==> src/rtl/goldschmidt_ctrl.sv <==
// Sequencer for the 16-bit Goldschmidt divider datapath: operand capture,
// seed/refinement control and quotient capture behind a start/done handshake.
module goldschmidt_ctrl #(
  parameter int WIDTH = 16,
  parameter int ITERS = 4
) (
  input  logic             clk,
  input  logic             reset,
  input  logic             start,
  input  logic [WIDTH-1:0] N_in,
  input  logic [WIDTH-1:0] D_in,
  input  logic [WIDTH-1:0] IA_in,
  input  logic [WIDTH-1:0] result,
  output logic [WIDTH-1:0] N,
  output logic [WIDTH-1:0] D,
  output logic [WIDTH-1:0] IA,
  output logic             load_regN,
  output logic             load_regD,
  output logic [1:0]       sel_ND_mux,
  output logic             sel_K_mux,
  output logic             busy,
  output logic             done,
  output logic [WIDTH-1:0] quotient
);

  generate
    if (ITERS < 1 || ITERS > 15) begin : g_bad_iters
      $error("goldschmidt_ctrl: ITERS must be in 1..15");
    end
  endgenerate

  localparam logic [3:0] LAST = 4'(ITERS - 1);

  typedef enum logic [2:0] {
    IDLE,
    SEED_D,
    SEED_N,
    ITER_D,
    ITER_N,
    CAPTURE,
    DONE
  } state_t;

  state_t           state_q, state_d;
  logic [3:0]       cnt_q, cnt_d;
  logic [WIDTH-1:0] n_q, n_d;
  logic [WIDTH-1:0] d_q, d_d;
  logic [WIDTH-1:0] ia_q, ia_d;
  logic [WIDTH-1:0] quo_q, quo_d;
  // ctl = {load_regN, load_regD, sel_ND_mux, sel_K_mux}
  logic [4:0]       ctl_q, ctl_d;
  logic             busy_q, busy_d;
  logic             done_q, done_d;

  always_comb begin
    state_d = state_q;
    cnt_d   = cnt_q;
    n_d     = n_q;
    d_d     = d_q;
    ia_d    = ia_q;
    quo_d   = quo_q;
    case (state_q)
      IDLE: begin
        if (start) begin
          state_d = SEED_D;
          n_d     = N_in;
          d_d     = D_in;
          ia_d    = IA_in;
          cnt_d   = '0;
        end
      end
      SEED_D:  state_d = SEED_N;
      SEED_N:  state_d = ITER_D;
      ITER_D:  state_d = ITER_N;
      ITER_N: begin
        if (cnt_q == LAST) begin
          state_d = CAPTURE;
        end else begin
          cnt_d   = cnt_q + 4'd1;
          state_d = ITER_D;
        end
      end
      CAPTURE: begin
        quo_d   = result;
        state_d = DONE;
      end
      DONE:    state_d = IDLE;
      default: state_d = IDLE;
    endcase
  end

  // Outputs are decoded from the next state so the flops equal a
  // Moore decode of the state register, with no output glitches.
  always_comb begin
    ctl_d  = 5'b00001;
    busy_d = 1'b1;
    done_d = 1'b0;
    case (state_d)
      IDLE:    busy_d = 1'b0;
      SEED_D:  ctl_d  = 5'b01001;
      SEED_N:  ctl_d  = 5'b10011;
      ITER_D:  ctl_d  = 5'b01100;
      ITER_N:  ctl_d  = 5'b10110;
      CAPTURE: ctl_d  = 5'b00110;
      DONE:    done_d = 1'b1;
      default: busy_d = 1'b0;
    endcase
  end

  always_ff @(posedge clk) begin
    if (!reset) begin
      state_q <= IDLE;
      cnt_q   <= '0;
      n_q     <= '0;
      d_q     <= '0;
      ia_q    <= '0;
      quo_q   <= '0;
      ctl_q   <= 5'b00001;
      busy_q  <= 1'b0;
      done_q  <= 1'b0;
    end else begin
      state_q <= state_d;
      cnt_q   <= cnt_d;
      n_q     <= n_d;
      d_q     <= d_d;
      ia_q    <= ia_d;
      quo_q   <= quo_d;
      ctl_q   <= ctl_d;
      busy_q  <= busy_d;
      done_q  <= done_d;
    end
  end

  assign N          = n_q;
  assign D          = d_q;
  assign IA         = ia_q;
  assign load_regN  = ctl_q[4];
  assign load_regD  = ctl_q[3];
  assign sel_ND_mux = ctl_q[2:1];
  assign sel_K_mux  = ctl_q[0];
  assign busy       = busy_q;
  assign done       = done_q;
  assign quotient   = quo_q;

endmodule

==> config.mk <==
export PLATFORM = sky130hd
export DESIGN_NAME = goldschmidt_ctrl
export DESIGN_NICKNAME = d
export VERILOG_FILES = /design/src/rtl/goldschmidt_ctrl.sv
export SDC_FILE = /design/constraint.sdc
export NUM_CORES = 1
export LEC_CHECK = 0
export BUFFER_PORTS_ARGS = -buffer_cell sky130_fd_sc_hd__buf_2
export CAP_MARGIN = 20
export CORE_UTILIZATION = 50
export CTS_CLUSTER_SIZE = 20
export DETAILED_ROUTE_END_ITERATION = 6
export GPL_TIMING_DRIVEN = 0
export PLACE_DENSITY = 0.87
export SYNTH_ARGS = -nofsm -noshare
export SYNTH_HDL_FRONTEND = slang
export SYNTH_SLANG_ARGS = --single-unit
export TNS_END_PERCENT = 100
==> constraint.sdc <==
create_clock -name clk -period 3.5 [get_ports clk]
set_clock_uncertainty 0.2 [all_clocks]
set_input_delay 0.175 -clock clk [delete_from_list [all_inputs] [get_ports clk]]
set_output_delay 0.175 -clock clk [all_outputs]
set_load 0.03 [all_outputs]
==> results.toml, run 1 <==
[critical_path]
cpPeakStageDelay_ns = 0.48
r2r_start = "state_q[0]$_SDFF_PN0_"
crit_path_start_kind = "flop"
path_cells = "buf_2 -> nor2b_1 -> nor3_1 -> ha_1 -> or3_1 -> o31a_1"
cp-startpoint = "state_q[0]$_SDFF_PN0_"
critical_path.top_delay_family = "simple AND/OR/NAND/NOR gates"
worstSetupEndpoint = "busy$_SDFF_PN0_"
cp_max_fo = 10
path_depth = 6
cp.buffers_inverters = 1
reg2reg_to = "busy$_SDFF_PN0_"
worstPathRequired_ns = 3.53
ff2ff_setup_slack_ns = 1.24
worstPathArrival_ns = 2.29
criticalPathCategory = "flop to flop"
crit_path_top_delay_cell = "dfxtp_1"
crit_path_end_kind = "flop"
r2r_cells = 6

[layout]
nets = 628
area_delta_synth_final_pct = 53.49
n_antenna_cell = 0
layoutNonFillerInstCount = 636
drive_above_1_share_pct = 29.79

[global_routing]
grtUsageTotal_pct = 30.49
grt_pass1_vias = 3275
grt_max_degree = 13
overflow = 0
grt_pass1_wl_mm = 14.71
grt_antenna_before_repair = 0

[cts]
clockBufferDepth = 2
clock_latency_ns = 0.34
htree_levels = 3
cts_tree = "built"
cts_inserted_buffers = 9
clkTransAtPathRegs_ns = 0.07
clkSinkCount = 78
post_cts_buffers = 0
cts-resized-gates = 0
clockRootBuffer = "clkbuf_8"

[floorplanning]
initial_utilization_pct = 53.42
dieWidth_um = 79.87
core_area_um2 = 5675
rows = 27
io_pins = 138
die_y_um = 79.87
die-area_um2 = 6378

[route]
vias = 3199
wl_per_cell_um = 14.71
drc = 0
totalWireLength_mm = 9.357
drtIter0Drc = 153
via_per_inst = 5.030
ant_nets = 0
first_pass_iters = 4

[logic_synthesis]
synth_nets = 414
syn_inst = 345
yosys.area.top_type = "dfxtp_1"
yosys_warnings = 0
synth.distinct_cells = 35
yosys-top-cells-area = "dfxtp_1 52%, nand2_1 16%, a21boi_1 12%"
synth_seq_area_share_pct = 51.51
ys_ff_latch = 78
netlist_area_um2 = 3032
synth.top_cell.area_share_pct = 51.51
syn_area_per_cell_um2 = 8.787

[min_path]
hold_path_depth = 2
min_path_type = "flop to flop"

[pwr]
p_seq_share_pct = 47.7
p_sw_uw = 594.1
clockPowerShare_pct = 30.9
ir_drop_mv = 0.3194
power.total_uw = 2025
swShare_pct = 29.34
power.density_nw_per_um2 = 435.2
internal-power_uw = 1431
p_comb_share_pct = 21.4
p_leak_uw = 0.002163

[timing]
hold_viol = 0
worstMarginPinSlew_ns = 0.4821
slew_viol_final = 0
finalCritPeriodShare_pct = 64.65
slew_headroom_pct = 67.86
rsz0062_at_grt = "no"
setup_violations = 0
fmax_ghz = 0.4419
final.setup.tns_ns = 0
layout_min_cycle_time_ns = 2.263

[status]
status = "finished clean"

[flow_run]
drv_cap = 0

[placement]
dpl.hpwl_mm = 5.161
dp_cells = 554
portBuffers = 137
routabilityCongestion = 0.8462
[per-stage QoR]
stage / util, % / worst slack [ns] / hold slack (ns) / cell area [um2]
2_1_floorplan: - / 1.488 / 0.1099 / 3032
3_3_place_gp: 67.09 / 1.328 / 0.2146 / 3807
3_5_place_dp: 67.09 / 1.284 / 0.2199 / 3807
4_1_cts: 81.99 / 1.248 / 0.2545 / 4653
5_1_grt: 81.99 / 1.051 / 0.2787 / 4653
6_report: 81.99 / 1.237 / 0.2548 / 4653
[cell usage after synthesis]
library cell / instances
a211oi_1: 1
a21boi_0: 16
a21boi_1: 49
a2bb2oi_1: 1
and2_1: 3
and3_1: 2
and3b_1: 1
buf_2: 4
buf_4: 2
buf_6: 6
clkbuf_1: 13
dfxtp_1: 78
ha_1: 2
inv_1: 1
mux2i_1: 2
nand2_1: 133
nand2b_1: 2
nand3_1: 1
nand3b_1: 1
nor2_1: 5
nor2b_1: 5
nor3_1: 3
nor3_2: 1
nor3b_1: 1
nor3b_2: 1
nor4_1: 1
nor4b_1: 1
nor4b_4: 1
o21a_1: 1
o2bb2ai_1: 1
o311ai_0: 1
o31a_1: 1
or3_1: 1
or4b_1: 1
xnor2_1: 2
[cell families after synthesis]
family	count (synthesis)	synth area share, %
adders and majority gates	2	0.8253
buffers and inverters	26	5.117
and+or+nand+nor	164	23.57
muxes	2	0.6604
DFF	78	51.51
AOI/OAI and AO/OA	71	17.75
xor gates and xnor gates	2	0.5779
[registers in the layout (all words and copies together), names as in the netlist]
name      flops
D            16
IA           16
N            16
busy          1
cnt_q         4
ctl_q         5
done          1
quotient     16
state_q       3
[placed cells by master, fill, tap and decap left out, types with 4 or more instances in the layout]
cell type,count
nor2_1,5
dfxtp_1,78
clkbuf_8,12
a21boi_0,16
clkinv_2,4
nand2_1,133
nor2b_1,5
a21boi_1,49
dlygate4sd3_1,66
clkbuf_1,13
buf_2,141
buf_6,6
[power by group through the flow]
| stage | clock [uW] | combinational (uW) | sequential, uW |
|---|---|---|---|
| floorplan | 0 | 147 | 1080 |
| global placement | 0 | 355 | 980 |
| detailed placement | 0 | 362 | 983 |
| CTS | 632 | 419 | 963 |
| global route | 676 | 464 | 970 |
| finish | 627 | 433 | 965 |
[how the worst min path moves through the flow]
stage | from | to
6_report | IA[4]$_SDFFE_PN0P_ | IA[4]$_SDFFE_PN0P_
5_1_grt | IA[5]$_SDFFE_PN0P_ | IA[5]$_SDFFE_PN0P_
4_1_cts | IA[15]$_SDFFE_PN0P_ | IA[15]$_SDFFE_PN0P_
3_5_place_dp | IA_in[7] | IA[7]$_SDFFE_PN0P_
3_3_place_gp | D_in[15] | D[15]$_SDFFE_PN0P_
2_1_floorplan | D_in[0] | D[0]$_SDFFE_PN0P_
[what timing repair did]
item,CTS,global route
hold buffers,66,0
endpoints found under the hold margin,66,0
endpoints found under the setup margin,0,0
[worst min-delay path, stage by stage (launching register included)]
cell and delay, ns:
dfxtp_1 0.31, nand2_1 0.05, a21boi_1 0.05
[routing by layer]
layer / part of all wire (%) / track usage [%] / vias to the layer above / wire length [um]
met1: 38 / 29.91 / 1503 / 3509
met2: 53 / 57.52 / 124 / 4953
met3: 6.6 / 7.657 / 28 / 617
met4: 3.0 / 17.14 / 0 / 277
li1: - / - / 1544 / -
met5: 0 / 0 / - / 0
[area by class of cell]
| class | instances | area [um2] |
|---|---|---|
| multi-input combinational | 241 | 1315 |
| fill | 369 | 1022 |
| timing repair buffer | 203 | 1346 |
| clock inverter | 4 | 20.02 |
| inverter | 1 | 3.754 |
| tap | 72 | 90.09 |
| sequential | 78 | 1562 |
| buffer | 25 | 151.4 |
| clock buffer | 12 | 165.2 |
No activity file was read; power rests on OpenSTA's default activity.
==> inputs of run 2 (changes only) <==
Settings changed: ABC_AREA set to 1, CORE_UTILIZATION 50 to 41, PLACE_DENSITY 0.87 to 0.78.
Clock period 3.5 ns to 1.96 ns, I/O delays scaled along.
==> run 2 against run 1 <==
  * Sequential share of layout area is 1.0 points higher
  * Largest power group unchanged
  * Clock power is 85% higher
  * Global-route usage is 5.1 points lower
  * Critical path depth is 4 higher
  * Sequential cell count stayed put
  * Via count is 1.7% higher
  * Die area is 13% higher
  * Register-to-register slack worse by 1.1 ns
  * Final area is 2.8% lower
  * The flow now finishes with violations (design-rule violations)
  * Synthesized cell count is 4.1% higher
  * Wire length is 3.1% lower
==> results.toml, run 2 <==
[status]
status = "finished with violations"
violations = "design-rule violations"

[timing]
final.setup.tns_ns = 0
fmax_ghz = 0.5360
hold_viol = 0
slew_headroom_pct = 71.33
setup_violations = 0
finalCritPeriodShare_pct = 95.18
layout_min_cycle_time_ns = 1.866
slew_viol_final = 0
worstMarginPinSlew_ns = 0.4300

[cts]
clockRootBuffer = "clkbuf_8"
cts_inserted_buffers = 9
clkSinkCount = 78
clock_latency_ns = 0.34
cts_tree = "built"
clockBufferDepth = 2
htree_levels = 3
clkTransAtPathRegs_ns = 0.08

[logic_synthesis]
netlist_area_um2 = 2815
ys_ff_latch = 78
yosys_warnings = 0
synthFlopType = "dfxtp_1"
synth.distinct_cells = 20
yosys.area.top_type = "dfxtp_1"
syn_area_per_cell_um2 = 7.842
synth_seq_area_share_pct = 55.47
synth_nets = 428
synth_edf_count = 0
async_flop_share_pct = 0
synth.top_cell.area_share_pct = 55.47
yosys-top-cells-area = "dfxtp_1 55%, nor2_1 15%, o21ai_0 8.5%"
syn_inst = 359
synth.most_common_cell = "nor2_1"
synth.top_cells.by_count = "110 x nor2_1, 78 x dfxtp_1, 48 x o21ai_0"

[route]
ant_nets = 0
drtIter0Drc = 171
wl_per_cell_um = 13.72
drc = 12
via_per_inst = 4.923
vias = 3254
totalWireLength_mm = 9.066
first_pass_iters = 6

[layout]
final_common_cell = "buf_2"
nets = 649
layoutNonFillerInstCount = 661
n_antenna_cell = 0
drive_above_1_share_pct = 31.51
area_delta_synth_final_pct = 60.71
mostFrequentLayoutCells = "147 x buf_2, 109 x nor2_1, 76 x dfxtp_1"

[critical_path]
crit_path_start_kind = "flop"
cpPeakStageDelay_ns = 0.35
worstPathArrival_ns = 1.94
path_cells = "inv_2 -> nand2_1 -> nor2_4 -> nand2_2 -> nand2_1 -> inv_1 -> ha_1 -> nand2_1 -> nand2_1 -> nor3_2"
criticalPathCategory = "flop to flop"
crit_path_end_kind = "flop"
cp_common_cell = "nand2_1"
worstPathRequired_ns = 2.04
cp_max_fo = 5
crit_path_top_delay_cell = "dfxtp_2"

[min_path]
min_path_type = "input pin to flop"

[flow_run]
drv_cap = 0

[global_routing]
grtUsageTotal_pct = 25.38
grt_util_met1_pct = 28.04
grt_max_degree = 14
grt_busiest_layer = "met2"
grt_pass1_wl_mm = 14.31
overflow = 0
grtUsageMet2_pct = 47.23
grt.met3_usage_pct = 5.739
grt_antenna_before_repair = 0
grt_pass1_vias = 3074

[floorplanning]
io_pins = 138
rows = 29
die-area_um2 = 7202
die_y_um = 84.87
core_area_um2 = 6495
dieWidth_um = 84.87
initial_utilization_pct = 43.34

[pwr]
power.density_nw_per_um2 = 909.6
p_leak_uw = 0.002168
ir_drop_mv = 0.5679

[placement]
portBuffers = 137
routabilityCongestion = 0.8846
dp_cells = 573
dpl.hpwl_mm = 5.297
[run 2: report_power, final]
| part | internal, uW | leakage, uW | switching, uW |
|---|---|---|---|
| Combinational | 405 | 0.00144 | 725 |
| Clock | 579 | 0.0000911 | 580 |
| Sequential | 1740 | 0.000641 | 83.9 |
[run 2: through the flow]
stage | utilization (%) | hold WS [ns] | setup WS [ns] | total power (uW) | instance area, um2
floorplan | - | 0.06208 | 0.2175 | 2528 | 2815
global placement | 55.38 | 0.1475 | -0.02666 | 2821 | 3597
detailed placement | 55.38 | 0.1548 | -0.05041 | 2846 | 3597
CTS | 68.85 | 0.04473 | 0.05184 | 4102 | 4472
global route | 69.66 | 0.06885 | -0.02596 | 4323 | 4524
finish | 69.66 | 0.06036 | 0.09449 | 4116 | 4524
[run 2: critical path, delay by kind of cell, from the launching register on]
family                   cells  cell delay, ns
AND/OR/NAND/NOR              7            0.80
flip-flops                   1            0.35
adder cells (fa/ha/maj)      1            0.29
buffers and inverters        2            0.17
[run 2: area by class of cell]
type	count	area [um2]
plain buffers	22	117.6
clock buffers	9	123.9
clock inverters	6	63.81
fillers	498	1971
inverters	12	47.55
multi-input cells	247	1112
flip-flops and latches	78	1564
well taps	77	96.34
repair buffers	210	1399
[run 2: kinds of logic after synthesis]
family          Yosys count  synth area share (%)
fa+ha+maj                 2                0.8887
simple gates            174                 25.20
compound gates           71                 12.62
buf+inv                  34                 5.822
flops                    78                 55.47
[run 2: metal layers]
layer | vias up | wire [um]
met5 | - | 0
met4 | 0 | 257
met3 | 23 | 548
met2 | 135 | 4698
met1 | 1493 | 3561
li1 | 1603 | -
[run 2: what timing repair did]
action	in CTS	in global routing
resized for setup	5	6
setup endpoints to repair	3	4
hold endpoints to repair	67	0
pin swaps	1	3
hold buffers	66	0
setup buffers	2	5
[run 2: worst paths after layout]
check,from,endpoint,slack [ns],cells after the start
worst max-delay path,state_q[0]$_SDFF_PN0_,ctl_q[3]$_SDFF_PN0_,0.09,10
worst min-delay path,start,ctl_q[0]$_SDFF_PN1_,0.06,5
worst max register to register,state_q[0]$_SDFF_PN0_,ctl_q[3]$_SDFF_PN0_,0.09,10
worst min register to register,quotient[4]$_SDFFE_PN0N_,quotient[4]$_SDFFE_PN0N_,0.26,2
==> inputs of run 3 (changes only) <==
Settings changed: PLACE_DENSITY 0.78 to 0.79.
==> run 3 against run 2 <==
  * The run still ends with design-rule violations left
  * Clock power increased by 22%
  * Sequential cell count is the same
  * Setup slack got worse by 0.028 ns
  * Critical path type unchanged
  * Largest cell class unchanged
  * Largest power group unchanged
==> results.toml, run 3 (synthesized netlist as in run 2, its figures left out) <==
[status]
status = "finished with violations"
violations = "design-rule violations"

[cts]
cts_tree = "built"
clkTransAtPathRegs_ns = 0.08
clockRootBuffer = "clkbuf_8"
clockBufferDepth = 2
clock_latency_ns = 0.34
clkSinkCount = 78
cts_inserted_buffers = 9
htree_levels = 3

[critical_path]
criticalPathCategory = "flop to flop"
worstPathArrival_ns = 1.97
crit_path_end_kind = "flop"
cp_max_fo = 5
crit_path_start_kind = "flop"
worstPathRequired_ns = 2.03

[route]
vias = 3266
totalWireLength_mm = 9.080
via_per_inst = 4.926
drc = 24
first_pass_iters = 7
ant_nets = 0
drtIter0Drc = 132
wl_per_cell_um = 13.70

[flow_run]
drv_cap = 0

[layout]
final_common_cell = "buf_2"
final_core_util_pct = 70.80
area_delta_synth_final_pct = 63.33
layoutNonFillerInstCount = 663
drive_above_1_share_pct = 31.97
nets = 650
mostFrequentLayoutCells = "147 x buf_2, 109 x nor2_1, 77 x dfxtp_1"

[global_routing]
grt_pass1_wl_mm = 14.28
grt_pass1_vias = 3237
grtUsageTotal_pct = 25.30
grt_antenna_before_repair = 0
grt_max_degree = 13
overflow = 0

[floorplanning]
core_area_um2 = 6495
dieWidth_um = 84.87
rows = 29
io_pins = 138
die-area_um2 = 7202
die_y_um = 84.87
initial_utilization_pct = 43.34

[placement]
dp_cells = 573
routabilityCongestion = 0.7854
pre_cts_ws_ns = -0.09367
portBuffers = 137
dpl.hpwl_mm = 5.309

[timing]
fmax_ghz = 0.5280
finalCritPeriodShare_pct = 96.62
slew_headroom_pct = 70.97
worstMarginPinSlew_ns = 0.4354
hold_viol = 0
setup_ws_ns = 0.06623
layout_min_cycle_time_ns = 1.894
slew_viol_final = 0
setup_violations = 0
final.setup.tns_ns = 0

[pwr]
ir_drop_mv = 0.5067
p_leak_uw = 0.002201
power.density_nw_per_um2 = 954.4

[min_path]
min_path_type = "input pin to flop"
-- run 3: path summary, 6_finish.rpt --
path,from,end,slack (ns),cells past startpoint
hold / removal,start,ctl_q[0]$_SDFF_PN1_,0.05,5
setup / recovery,state_q[0]$_SDFF_PN0_,ctl_q[3]$_SDFF_PN0_,0.07,10
hold reg to reg,quotient[6]$_SDFFE_PN0N_,quotient[6]$_SDFFE_PN0N_,0.26,2
setup reg to reg,state_q[0]$_SDFF_PN0_,ctl_q[3]$_SDFF_PN0_,0.07,10
-- run 3: metrics by stage --
stage	instance area [um2]	hold WS (ns)	total power, uW
after CTS	4516	0.05463	4379
after global routing	4596	0.08923	4589
final	4598	0.05370	4389
after global placement	3597	0.1479	2822
after detailed placement	3597	0.1510	2846
after floorplan	2815	0.06208	2528
-- run 3: cell type report --
cell class	instances	area, um2
diodes	1	2.502
plain buffers	22	117.6
clock buffers	11	141.4
clock inverters	4	95.09
fillers	504	1897
inverters	12	47.55
multi-input cells	247	1129
flip-flops and latches	78	1563
well taps	77	96.34
repair buffers	211	1406
-- run 3: metal layers --
layer | global-route usage, % | vias up | wire [um]
met1 | 26.70 | 1495 | 3642
li1 | - | 1607 | -
met3 | 5.545 | 28 | 520
met2 | 46.56 | 136 | 4674
met4 | 14.33 | 0 | 243
met5 | 0 | - | 0
-- run 3: what timing repair did --
| item | in CTS | in global routing |
|---|---|---|
| endpoints found under the setup margin | 2 | 4 |
| gates resized for setup | 3 | 12 |
| gates cloned | 0 | 0 |
| hold endpoints to repair | 66 | 0 |
| hold buffers | 66 | 0 |
| pin swaps | 1 | 5 |
| buffers inserted | 2 | 6 |
-- run 3: worst max-delay path: stages (launching register included) --
cell and delay (ns):
dfxtp_1 0.35, inv_2 0.11, nand2_1 0.10, nor2_4 0.17
nand2_4 0.09, nand2_1 0.09, inv_1 0.06, ha_1 0.31
nand2_2 0.09, nand2_2 0.07, nor3_2 0.18
-- run 3: power by group --
group	internal (uW)	leakage (uW)	switching, uW	total (uW)
Sequential	1740	0.000641	78.7	1820
Combinational	414	0.00144	730	1140
Clock	873	0.000119	551	1420
